File: src/rtl/seg_scan_pkg.sv
// Shared types and constants for the 4-digit seven-segment scan sequencer.
package seg_scan_pkg;

  localparam int unsigned NIB_W  = 4;
  localparam int unsigned SEL_W  = 4;
  localparam int unsigned OUT_W  = 5;

  // Per-digit phase: drive the anode, show the nibble, then a dark guard slot.
  typedef enum logic [1:0] {
    PH_SEL   = 2'd0,
    PH_SHOW  = 2'd1,
    PH_BLANK = 2'd2
  } phase_e;

  localparam logic [OUT_W-1:0] BLANK_CODE = 5'b10000;
  localparam logic [SEL_W-1:0] SEL_OFF    = 4'b1111;

  // Active-low anode code indexed by digit number.
  localparam logic [3:0][SEL_W-1:0] SEL_CODE = {4'b1110, 4'b1101, 4'b1011, 4'b0111};

endpackage

File: src/rtl/seg_scan_prescaler.sv
// Phase-length divider: phase_tick is high on the last cycle of every phase.
module seg_scan_prescaler #(
  parameter int unsigned TICK_DIV = 16
) (
  input  logic clk,
  input  logic rst,
  output logic phase_tick
);

  localparam int unsigned CNT_W = (TICK_DIV > 2) ? $clog2(TICK_DIV) : 1;

  logic [CNT_W-1:0] count;

  // Count 0..TICK_DIV-1; the tick register mirrors count == TICK_DIV-1.
  always_ff @(posedge clk) begin
    if (rst) begin
      count      <= '0;
      phase_tick <= 1'b0;
    end else if (count == CNT_W'(TICK_DIV - 1)) begin
      count      <= '0;
      phase_tick <= 1'b0;
    end else begin
      count      <= count + CNT_W'(1);
      phase_tick <= (count == CNT_W'(TICK_DIV - 2));
    end
  end

endmodule

File: src/rtl/seg_scan_controller.sv
// Time-slices one seven-segment decoder across four digits with frame-atomic data commit.
module seg_scan_controller
  import seg_scan_pkg::*;
#(
  parameter int unsigned TICK_DIV = 16,
  parameter int unsigned DIGITS   = 4
) (
  input  logic                      clk,
  input  logic                      rst,
  input  logic [NIB_W*DIGITS-1:0]   data_in,
  input  logic                      load_valid,
  output logic                      load_ready,
  input  logic                      blank_lz,
  input  logic [DIGITS-1:0]         digit_en,
  output logic [SEL_W-1:0]          select,
  output logic [OUT_W-1:0]          nibble_out,
  output logic                      frame_done
);

  localparam int unsigned DATA_W = NIB_W * DIGITS;

  logic              phase_tick;
  logic [1:0]        digit;
  phase_e            phase;
  logic [DATA_W-1:0] active;
  logic [DATA_W-1:0] pending;
  logic              pending_full;

  logic [NIB_W-1:0]  cur_nib_c;
  logic              suppress_c;
  logic              frame_end_c;

  seg_scan_prescaler #(.TICK_DIV(TICK_DIV)) u_prescaler (
    .clk        (clk),
    .rst        (rst),
    .phase_tick (phase_tick)
  );

  assign load_ready = ~pending_full;

  // Current digit's nibble and whether its slot is dark (disabled or leading zero).
  always_comb begin
    cur_nib_c   = active[{digit, 2'b00} +: NIB_W];
    suppress_c  = ~digit_en[digit];
    if (blank_lz && (digit != 2'd0) && ((active >> {digit, 2'b00}) == '0)) begin
      suppress_c = 1'b1;
    end
    frame_end_c = phase_tick && (digit == 2'd3) && (phase == PH_BLANK);
  end

  // Scan FSM and registered decoder/anode outputs, one cycle behind the state.
  always_ff @(posedge clk) begin
    if (rst) begin
      digit      <= 2'd0;
      phase      <= PH_SEL;
      select     <= SEL_OFF;
      nibble_out <= BLANK_CODE;
      frame_done <= 1'b0;
    end else begin
      if (phase_tick) begin
        case (phase)
          PH_SEL:   phase <= PH_SHOW;
          PH_SHOW:  phase <= PH_BLANK;
          PH_BLANK: begin
            phase <= PH_SEL;
            digit <= digit + 2'd1;
          end
          default:  phase <= PH_SEL;
        endcase
      end
      select     <= suppress_c ? SEL_OFF : SEL_CODE[digit];
      nibble_out <= ((phase == PH_SHOW) && !suppress_c) ? {1'b0, cur_nib_c} : BLANK_CODE;
      frame_done <= frame_end_c;
    end
  end

  // Single-entry load slot; contents move to the display only at frame end.
  always_ff @(posedge clk) begin
    if (rst) begin
      active       <= '0;
      pending      <= '0;
      pending_full <= 1'b0;
    end else if (frame_end_c && pending_full) begin
      active       <= pending;
      pending_full <= 1'b0;
    end else if (load_valid && !pending_full) begin
      pending      <= data_in;
      pending_full <= 1'b1;
    end
  end

endmodule
File: config.mk
export PLATFORM = sky130hd
export DESIGN_NAME = seg_scan_controller
export DESIGN_NICKNAME = d
export VERILOG_FILES = /design/src/rtl/seg_scan_pkg.sv /design/src/rtl/seg_scan_prescaler.sv /design/src/rtl/seg_scan_controller.sv
export SDC_FILE = /design/constraint.sdc
export NUM_CORES = 1
export LEC_CHECK = 0
export CAP_MARGIN = 10
export CORE_MARGIN = 2
export CORE_UTILIZATION = 45
export DETAILED_ROUTE_END_ITERATION = 7
export DONT_BUFFER_PORTS = 1
export PLACE_DENSITY_LB_ADDON = 0.08
export REMOVE_ABC_BUFFERS = 1
export SETUP_SLACK_MARGIN = 0.5
export SYNTH_ARGS = -nofsm -noshare
export SYNTH_HDL_FRONTEND = slang
export SYNTH_SLANG_ARGS = --single-unit
export TNS_END_PERCENT = 30
File: constraint.sdc
create_clock -name clk -period 4.1 [get_ports clk]
set_clock_uncertainty 0.1 [all_clocks]
set_input_delay 0.41 -clock clk [delete_from_list [all_inputs] [get_ports clk]]
set_output_delay 0.41 -clock clk [all_outputs]
set_load 0.1 [all_outputs]
Word-level counts from Yosys, hierarchy flattened

Cells that the tools add are included.

Bits in latches: 0
Word-level logic and storage cells: 50
Input bits: 24
RAM bits: 0
Register bits after elaboration: 52
Memories kept: 0
Output and inout bits: 11
Bits in read-only memories: 0

Eq/ne operators: 5
Mux-type cells: 7
$add $sub $neg: 2
Bitwise gates (word level): 4
Divide/modulo/power cells: 0
Magnitude comparators: 1
Shift operators: 2
$mul: 0
Reductions and logical operators: 18

Operator list:

| cell                                                       | count |
|---|---|
| zero test 16 bit                                           | 1 |
| variable part select 16 x 5 -> 4 bit                       | 1 |
| >> shifter 16 x 4 -> 16 bit                                | 1 |
| binary-select mux 4 bit (select 2 bit)                     | 1 |
| equality test 4 bit, second input constant                 | 2 |
| OR reduction 2 bit                                         | 4 |
| logical AND 1 bit                                          | 7 |
| two-way mux 5 bit                                          | 1 |
| adder 4 x 1 -> 4 bit, second input constant                | 1 |
| equality test 2 bit, second input constant                 | 2 |
| two-way mux 4 bit                                          | 1 |
| NOT 1 bit                                                  | 4 |
| case mux 2 bit (2 select lines)                            | 1 |
| AND reduction 2 bit                                        | 2 |
| less-than comparator 2 x 3 -> 1 bit, second input constant | 1 |
| adder 2 x 1 -> 2 bit, second input constant                | 1 |
| binary-select mux 1 bit (select 2 bit)                     | 1 |
| equality test 2 x 1 -> 1 bit, second input constant        | 1 |
| zero test 1 bit                                            | 2 |
| zero test 2 bit                                            | 1 |
| two-way mux 1 bit                                          | 2 |
| nonzero test 2 bit                                         | 1 |

Logic depth before layout (Yosys ltp)

Gate-level depths: netlist of the first run.

Depth in word-level cells: 8
Mapped depth: 7
Depth with buffers taken out: 6

Hierarchy

Synthesis of the first run repeated with hierarchy kept, for this count alone.

Cells, all modules: 229
Area, all modules: 2033.2 um^2

Modules (own cells, without submodules):

| module              | area each (um^2) | seq. area each (um^2) | cells each | times used |
|---|---|---|---|---|
| seg_scan_controller | 1831.8           | 940.9                 | 209        | 1 |
| seg_scan_prescaler  | 201.4            | 100.1                 | 20         | 1 |

Worst setup path before layout of the first run

No wires, ideal clock.

Kind: reg2reg
Start: reg digit[0]
End: reg select[0]
Slack: 2017 ps
Period minus slack after synthesis: 2083 ps
Arrival time: 1921 ps
Stages on the path, launching flop included: 8
Library setup time: 62 ps
Required time: 3938 ps
Buffers on the path: 1
Cells stage by stage: dfxtp_1 buf_6 inv_1 ha_1 or3b_2 a211o_1 a2111o_1 nand3_1

Word-level cells in the longest chain between the ends: 5
Elaborated cells on any way between the ends: 12
Classes of those cells: shift (1); mux (5); bitwise (1); reduce/logical (5)

Ends and longest elaborated chain:

| element                                               | RTL line                                             | RTL |
|---|---|---|
| start, declared                                       | seg_scan_controller.sv:23                            | `logic [1:0] digit;` |
| start signal, assigned                                | seg_scan_controller.sv:66                            | `digit <= digit + 2'd1;` |
| >> shifter 16 x 4 -> 16 bit (tied with other cells)   | seg_scan_controller.sv:45                            | `if (blank_lz && (digit != 2'd0) && ((active >> {digit, 2'b00}) == '0)) begin` |
| zero test 16 bit (tied with other cells)              | seg_scan_controller.sv:45                            |  |
| logical AND 1 bit / NOT 1 bit (equally long branches) | seg_scan_controller.sv:45, seg_scan_controller.sv:44 |  |
| two-way mux 1 bit                                     | seg_scan_controller.sv:45                            |  |
| OR reduction 2 bit (no source line)                   | -                                                    |  |
| end signal, assigned                                  | seg_scan_controller.sv:71                            | `select <= suppress_c ? SEL_OFF : SEL_CODE[digit];` |
| end, declared                                         | seg_scan_controller.sv:15                            | `output logic [SEL_W-1:0] select,` |

Several ways; a longest one is shown, not always the timed one. The select of a mux whose other input is x is not followed.
A chain may end at the register's enable or synchronous reset.

Final worst setup path of the first run

Same ends and word-level chain as after synthesis.

==> results of run 1 <==
-- cell type report --
cell class / count / area [um2] / area share, %
well taps: 52 / 65.1 / 3.04
inverters: 6 / 22.5 / 1.05
multi-input cells: 159 / 912 / 42.7
repair buffers: 1 / 7.51 / 0.351
clock buffers: 8 / 90.1 / 4.21
flip-flops and latches: 52 / 1040 / 48.7
-- synthesized netlist by cell type --
library cell and number:
clkbuf_1 11, o211ai_1 1, a2111o_1 1, mux4_1 4, a21oi_1 37, o41ai_1 1, nor3_1 4, xnor2_1 2
nand2_1 68, buf_2 1, nor2_1 10, or3b_2 1, and3b_1 2, inv_1 6, and3_1 2, nor2b_1 2
nand4b_1 2, buf_6 1, and2_1 3, o21ai_0 1, a211o_1 1, nand3_1 5, mux4_2 1, ha_1 7
and2_2 1, nor4_1 2, dfxtp_1 52, or4_1 1
-- worst reg2reg max path: cells and delay by family, from the launching register on --
| kind | cells | cell delay, ns |
|---|---|---|
| buf+inv | 1 | 0.17 |
| simple gates | 2 | 0.54 |
| fa+ha+maj | 1 | 0.23 |
| compound gates | 2 | 0.69 |
| flops | 1 | 0.62 |
-- cells by family after synthesis --
kind of cell    count (synthesis)
buf+inv                        19
compound gates                 42
mux                             5
xor+xnor                        2
flops                          52
fa+ha+maj                       7
simple gates                  103
-- routing by layer --
metal	vias to the layer above	track usage [%]	routed length (um)
li1	757	-	-
met3	8	3.80	164
met4	0	8.18	79
met5	-	0	0
met1	688	21.3	1750
met2	33	28.6	1860
-- flip-flops by register name, summed over array words and instances, names as in the netlist, 2 cells and up --
signal,flops
active,16
pending,16
nibble_out,5
select,4
u_prescaler.count,4
digit,2
phase,2
-- power by group --
group | leakage [nW] | internal (mW) | total (mW) | switching (mW)
sequential | 0.423 | 0.517 | 0.530 | 0.0123
clock | 0.0455 | 0.138 | 0.294 | 0.156
combinational | 0.310 | 0.0120 | 0.0332 | 0.0212
total | 0.779 | 0.667 | 0.856 | 0.189
-- per-stage QoR --
stage	hold WS [ns]	util [%]	total power [mW]
after CTS	0.0569	49.1	0.864
after global placement	0.339	47.0	0.572
final	0.0660	49.1	0.856
after floorplan	0.326	-	0.566
after detailed placement	0.343	47.0	0.576
after global routing	0.0509	49.1	0.889
-- final timing paths --
| check | cells after the start | slack [ns] | to | start |
|---|---|---|---|---|
| min reg2reg | 2 | 0.35 | active[8]$_SDFFE_PP0P_ | pending[8]$_SDFFE_PP0P_ |
| min | 1 | 0.07 | pending[8]$_SDFFE_PP0P_ | rst |
| max reg2reg | 6 | 1.69 | select[0]$_SDFF_PP1_ | digit[0]$_SDFFE_PP0P_ |
| max | 6 | 1.69 | select[0]$_SDFF_PP1_ | digit[0]$_SDFFE_PP0P_ |
==> summary.txt, run 1 <==
Status
  • Status: completed

CTS
  • Max clock buf depth: 2
  • # resized after CTS: 0
  • Num CTS Buffers: 5
  • CTS root buffer: clkbuf_8
  • Clock tree from TritonCTS: yes
  • Clock Pin Slew Worst Setup and Hold Paths: 0.08 ns
  • CTS Sinks: 52
  • Setup bufs post-CTS: 0
  • Later-pin clock latency in the skew report: ~0.3 ns
  • Hold_buf cts: 0
  • H-tree depth: 2

Logic synthesis
  • Simple-gate share of the synthesized area: 22.3%
  • Synth unique cells: 28
  • Share of Yosys cell area claimed by the top area cell type: 51.2%
  • Post-synthesis cell type with the largest combined area: dfxtp_1
  • Dominant cells by area after synthesis: dfxtp_1, nand2_1, a21oi_1, mux4_1, ha_1
  • Synth Area in XOR/XNOR: 0.862%
  • Post-Synthesis Cells: 230
  • Post-synthesis instance area: 0.00203 mm2
  • Post-synthesis sequential area ratio: 51.2%
  • Mux share of post-synthesis cell area: between 6 and 7%
  • FF+latch count, synth: between 50 and 60
  • Avg Cell Area, Syn: roughly 8.8 um2
  • Yosys warnings: 0
  • Post-synthesis compound-gate area fraction: 11.1%
  • Adder-cell share of the synthesized area: about 4.3%
  • Largest family of logic cells by synthesized area: simple AND/OR/NAND/NOR gates

Global route
  • Vias in the first global route: between 1000 and 1500
  • First-pass GRT wire length: a little under 7 mm
  • Gr ovfl total: 0
  • Initial antenna violation count: 0
  • Largest net degree at the start of global routing: 45
  • Total track usage: roughly 17%

Die
  • Die width: a little over 70 um
  • Initial core utilization: 46.7%
  • Die footprint: between 0.005 and 0.006 mm2
  • Rows: 24
  • Std-Cell Core Area: 0.00435 mm2
  • I/O pins: 35
  • Die H: 71.2 um

Placement
  • Placed insts: 270
  • Worst slack, placed: around 1.7 ns
  • Routability cong.: ~0.73
  • DP Wirelength: roughly 2.8 mm
  • Number of port buffers: 0
  • Placed instance area: between 0.002 and 0.0025 mm2

STA
  • Tcrit/Tclk final: between 50% and 60%
  • Final setup fails: 0
  • Final min period: between 2 and 2.5 ns
  • Final Hold Viols: 0
  • Achievable frequency: a little over 400 MHz
  • Slew margin rel.: ~38%
  • PnR worst setup slack: roughly 1.7 ns
  • RSZ-0062 raised after global routing: no
  • Slew Limit Fails: 0
  • Slew @ Worst Pin: 0.931 ns
  • Setup TNS: 0 ns

Route
  • Drt total wl: roughly 3.9 mm
  • Via count: around 1500
  • Initial drt markers: 76
  • Vias per cell: between 5 and 6
  • DRC viols: 0
  • DR WL/cell: about 14 um
  • Final ANT Viol Nets: 0
  • DRT Pass-1 Iters: 4

Pwr
  • PwrDens: ~400 mW/mm2
  • Peak VDD IR: a little under 0.2 mV
  • Leak pwr: a little under 0.8 nW

Setup path
  • Critical path type: flop to flop
  • Slowest Stage Delay on Critical Path: between 0.6 and 0.7 ns
  • CP max stage cell: dfxtp_1
  • Crit path max fanout: 11
  • Buf+Inv Stages, Crit Path: 1
  • Element type at the critical path start: flop
  • Required time worst endpoint: approximately 4.3 ns
  • CP arrival: between 2 and 3 ns
  • Crit path max-delay family: compound AO/OA/AOI/OAI gates
  • CP endpoint kind: flop
  • Cell Chain, Critical Path: inv_1, ha_1, or3b_2, a211o_1, a2111o_1, nand3_1

Cells and area
  • Area Overhead vs Synth: 5.17%
  • Commonest non-fill, non-tap cells in the layout: nand2_1, dfxtp_1, a21oi_1
  • Final net count: approximately 260
  • ANT cells: 0
  • Commonest non-fill, non-tap cell in the layout: nand2_1
  • Fin cells: around 280
  • Proportion of layout cells with a drive suffix above 1: around 4.4%
  • Post-route cell area: approximately 0.0021 mm2
  • Fillers: approximately 420

Run
  • Max_cap viols: 0

Min path
  • HP Class: input port to flop
No activity file was read; power rests on OpenSTA's default activity.
==> run 2, diff against run 1 <==
--- a/config.mk
+++ b/config.mk
@@ -5,6 +5,7 @@
 export SDC_FILE = /design/constraint.sdc
 export NUM_CORES = 1
 export LEC_CHECK = 0
+export ABC_AREA = 1
 export CAP_MARGIN = 10
 export CORE_MARGIN = 2
 export CORE_UTILIZATION = 45
==> constraint.sdc (replaced) <==
create_clock -name clk -period 2.1 [get_ports clk]
set_clock_uncertainty 0.1 [all_clocks]
set_input_delay 0.21 -clock clk [delete_from_list [all_inputs] [get_ports clk]]
set_output_delay 0.21 -clock clk [all_outputs]
set_load 0.1 [all_outputs]
==> run 2 against run 1 <==
Clock-buffer cell count fell by 1; cell count rose by 30%; wire length rose by 6.4%; critical path depth rose by 4; worst setup slack got worse by 1.2 ns; utilization rose by 8.8 points; critical path type unchanged.
==> summary.txt, run 2 <==
Route
  • Drt total wl: 4.10 mm
  • Vias per cell: slightly below 5
  • DRC viols: 0
  • DR WL/cell: between 10 and 15 um
  • Initial drt markers: 57
  • Via count: ~1700
  • Final ANT Viol Nets: 0
  • DRT Pass-1 Iters: 4

STA
  • Setup TNS: 0 ns
  • Slew @ Worst Pin: between 0.5 and 0.6 ns
  • Slew margin rel.: about two thirds
  • Tcrit/Tclk final: between 70% and 80%
  • Achievable frequency: between 600 and 700 MHz
  • Slew Limit Fails: 0
  • RSZ-0062 raised after global routing: yes
  • Final setup fails: 0
  • Worst hold margin: approximately 0.026 ns
  • PnR worst setup slack: between 0.4 and 0.5 ns
  • Final Hold Viols: 0
  • Final min period: about 1.6 ns

Die
  • Die width: between 70 and 80 um
  • Die footprint: about 0.0052 mm2
  • Initial core utilization: between 40% and 50%
  • Die H: roughly 72 um
  • I/O pins: 35
  • Rows: 24
  • Std-Cell Core Area: around 0.0044 mm2

Logic synthesis
  • Number of synthesized flops with an enable pin: 0
  • FF+latch count, synth: 52
  • Post-synthesis sequential area ratio: about half
  • Adder-cell share of the synthesized area: between 4 and 5%
  • Post-synthesis instance area: about 0.0021 mm2
  • Avg Cell Area, Syn: around 7.6 um2
  • Largest family of logic cells by synthesized area: simple AND/OR/NAND/NOR gates
  • Cell with the most instances after synthesis: nor2_1
  • Dominant cells by area after synthesis: dfxtp_1, nor2_1, o21ai_0, nand2_1, inv_1
  • Synth unique cells: 20
  • Synth Area in XOR/XNOR: less than 1%
  • Share of Yosys cell area claimed by the top area cell type: between 40% and 50%
  • Mux share of post-synthesis cell area: 0%
  • Post-Synthesis Cells: around 280
  • Post-synthesis compound-gate area fraction: between 10% and 20%
  • Synth async-reset ratio: 0%
  • Synth top cells by count: nor2_1, dfxtp_1, nand2_1
  • Post-synthesis cell type with the largest combined area: dfxtp_1
  • Simple-gate share of the synthesized area: a little over a fifth
  • Yosys warnings: 0
  • Main synth FF type: dfxtp_1

Cells and area
  • Commonest non-fill, non-tap cells in the layout: nor2_1, dfxtp_1, nand2_1
  • Largest regs: active: 16 flops, pending: 16 flops, nibble_out: 5 flops
  • Fin cells: roughly 360
  • Final net count: between 300 and 400
  • Fillers: 433
  • Commonest non-fill, non-tap cell in the layout: nor2_1
  • ANT cells: 0
  • Final core utilization: 57.9%
  • Proportion of layout cells with a drive suffix above 1: about an eighth
  • Area Overhead vs Synth: 22.3%

Global route
  • First-pass GRT wire length: 6.89 mm
  • Largest net degree at the start of global routing: 36
  • Total track usage: about 17%
  • Vias in the first global route: approximately 1500
  • Gr ovfl total: 0
  • Initial antenna violation count: 0

Setup path
  • CP max stage cell: dfxtp_4
  • CP arrival: approximately 1.8 ns
  • CP endpoint kind: flop
  • Slowest Stage Delay on Critical Path: between 0.4 and 0.5 ns
  • Crit path max fanout: 7
  • Cell Chain, Critical Path: clkinvlp_4, ha_4, inv_2, nand2_2, nor2_1, nand2_1, nor2_1, nand3_2, and2_4, nand2_1
  • Required time worst endpoint: roughly 2.3 ns
  • Register-to-register setup slack: between 0.4 and 0.5 ns
  • Critical path type: flop to flop
  • Element type at the critical path start: flop

CTS
  • CTS root buffer: clkbuf_8
  • H-tree depth: 2
  • CTS Sinks: 52
  • Max clock buf depth: 2
  • Num CTS Buffers: 5
  • Later-pin clock latency in the skew report: roughly 0.30 ns
  • Clock Pin Slew Worst Setup and Hold Paths: about 0.09 ns
  • Clock tree from TritonCTS: yes

Placement
  • Number of port buffers: 0
  • Placed insts: 332
  • DP Wirelength: roughly 2.8 mm
  • Worst slack, placed: slightly above 0.007 ns
  • Routability cong.: 0.827

Min path
  • HP Class: input port to flop

Status
  • Status: completed

Pwr
  • PwrDens: 714 mW/mm2
  • Peak VDD IR: between 0.4 and 0.5 mV
  • Leak pwr: about 1.1 nW

Run
  • Max_cap viols: 0
-- run 2: cell types whose count changed in the layout (fill, tap and decap cells not counted), sizes merged, moves of 16 or more --
cell,previous run,this run
nand2,68,39
buf,1,18
dlygate4sd3,0,18
a21oi,37,21
nor2,10,56
inv,6,31
o21ai,1,40
-- run 2: routing by layer --
layer  up-vias  GRT usage [%]  routed length [um]
li1        937              -                   -
met5         -              0                   0
met3         8           4.72                 182
met2        35           27.6                1860
met1       762           21.5                1990
met4         0           5.66                  63
-- run 2: logic make-up after synthesis --
family | after synthesis
AOI/OAI and AO/OA | 63
and+or+nand+nor | 110
buffers and inverters | 43
DFF | 52
adders and majority gates | 7
xor gates and xnor gates | 1
-- run 2: final timing paths --
check / start / endpoint / depth (start not counted)
min: rst / phase[0]$_SDFFE_PP0P_ / 3
max reg2reg: digit[1]$_SDFFE_PP0P_ / select[1]$_SDFF_PP1_ / 10
max: digit[1]$_SDFFE_PP0P_ / select[1]$_SDFF_PP1_ / 10
min reg2reg: active[0]$_SDFFE_PP0P_ / active[0]$_SDFFE_PP0P_ / 2
-- run 2: report_power, final --
| part | internal [mW] | switching (mW) |
|---|---|---|
| sequential | 1.03 | 0.0337 |
| clock | 0.294 | 0.305 |
| combinational | 0.0674 | 0.0906 |
-- run 2: critical path, delay by kind of cell, from the launching register on --
family	cells	cell delay, ns
buffers and inverters	2	0.23
and+or+nand+nor	7	0.64
DFF	1	0.41
adders and majority gates	1	0.20
-- run 2: what timing repair did --
| action | 4_1_cts | 5_1_grt |
|---|---|---|
| setup buffers | 0 | 4 |
| endpoints found under the hold margin | 19 | 0 |
| setup endpoints to repair | 28 | 18 |
| resized for setup | 4 | 9 |
| hold buffers | 18 | 0 |
| pin swaps | 0 | 2 |
-- run 2: stage by stage --
| step | power (mW) | instance area (um2) |
|---|---|---|
| floorplan | 1.19 | 2040 |
| global placement | 1.22 | 2210 |
| detailed placement | 1.22 | 2210 |
| CTS | 1.84 | 2490 |
| global route | 1.91 | 2560 |
| finish | 1.82 | 2560 |
-- run 2: layout make-up --
class | instances | area [um2] | share of cell area (%)
flip-flops and latches | 52 | 1050 | 41.0
multi-input cells | 181 | 903 | 35.3
repair buffers | 36 | 315 | 12.3
inverters | 33 | 128 | 4.99
clock buffers | 7 | 96.3 | 3.77
well taps | 52 | 65.1 | 2.55
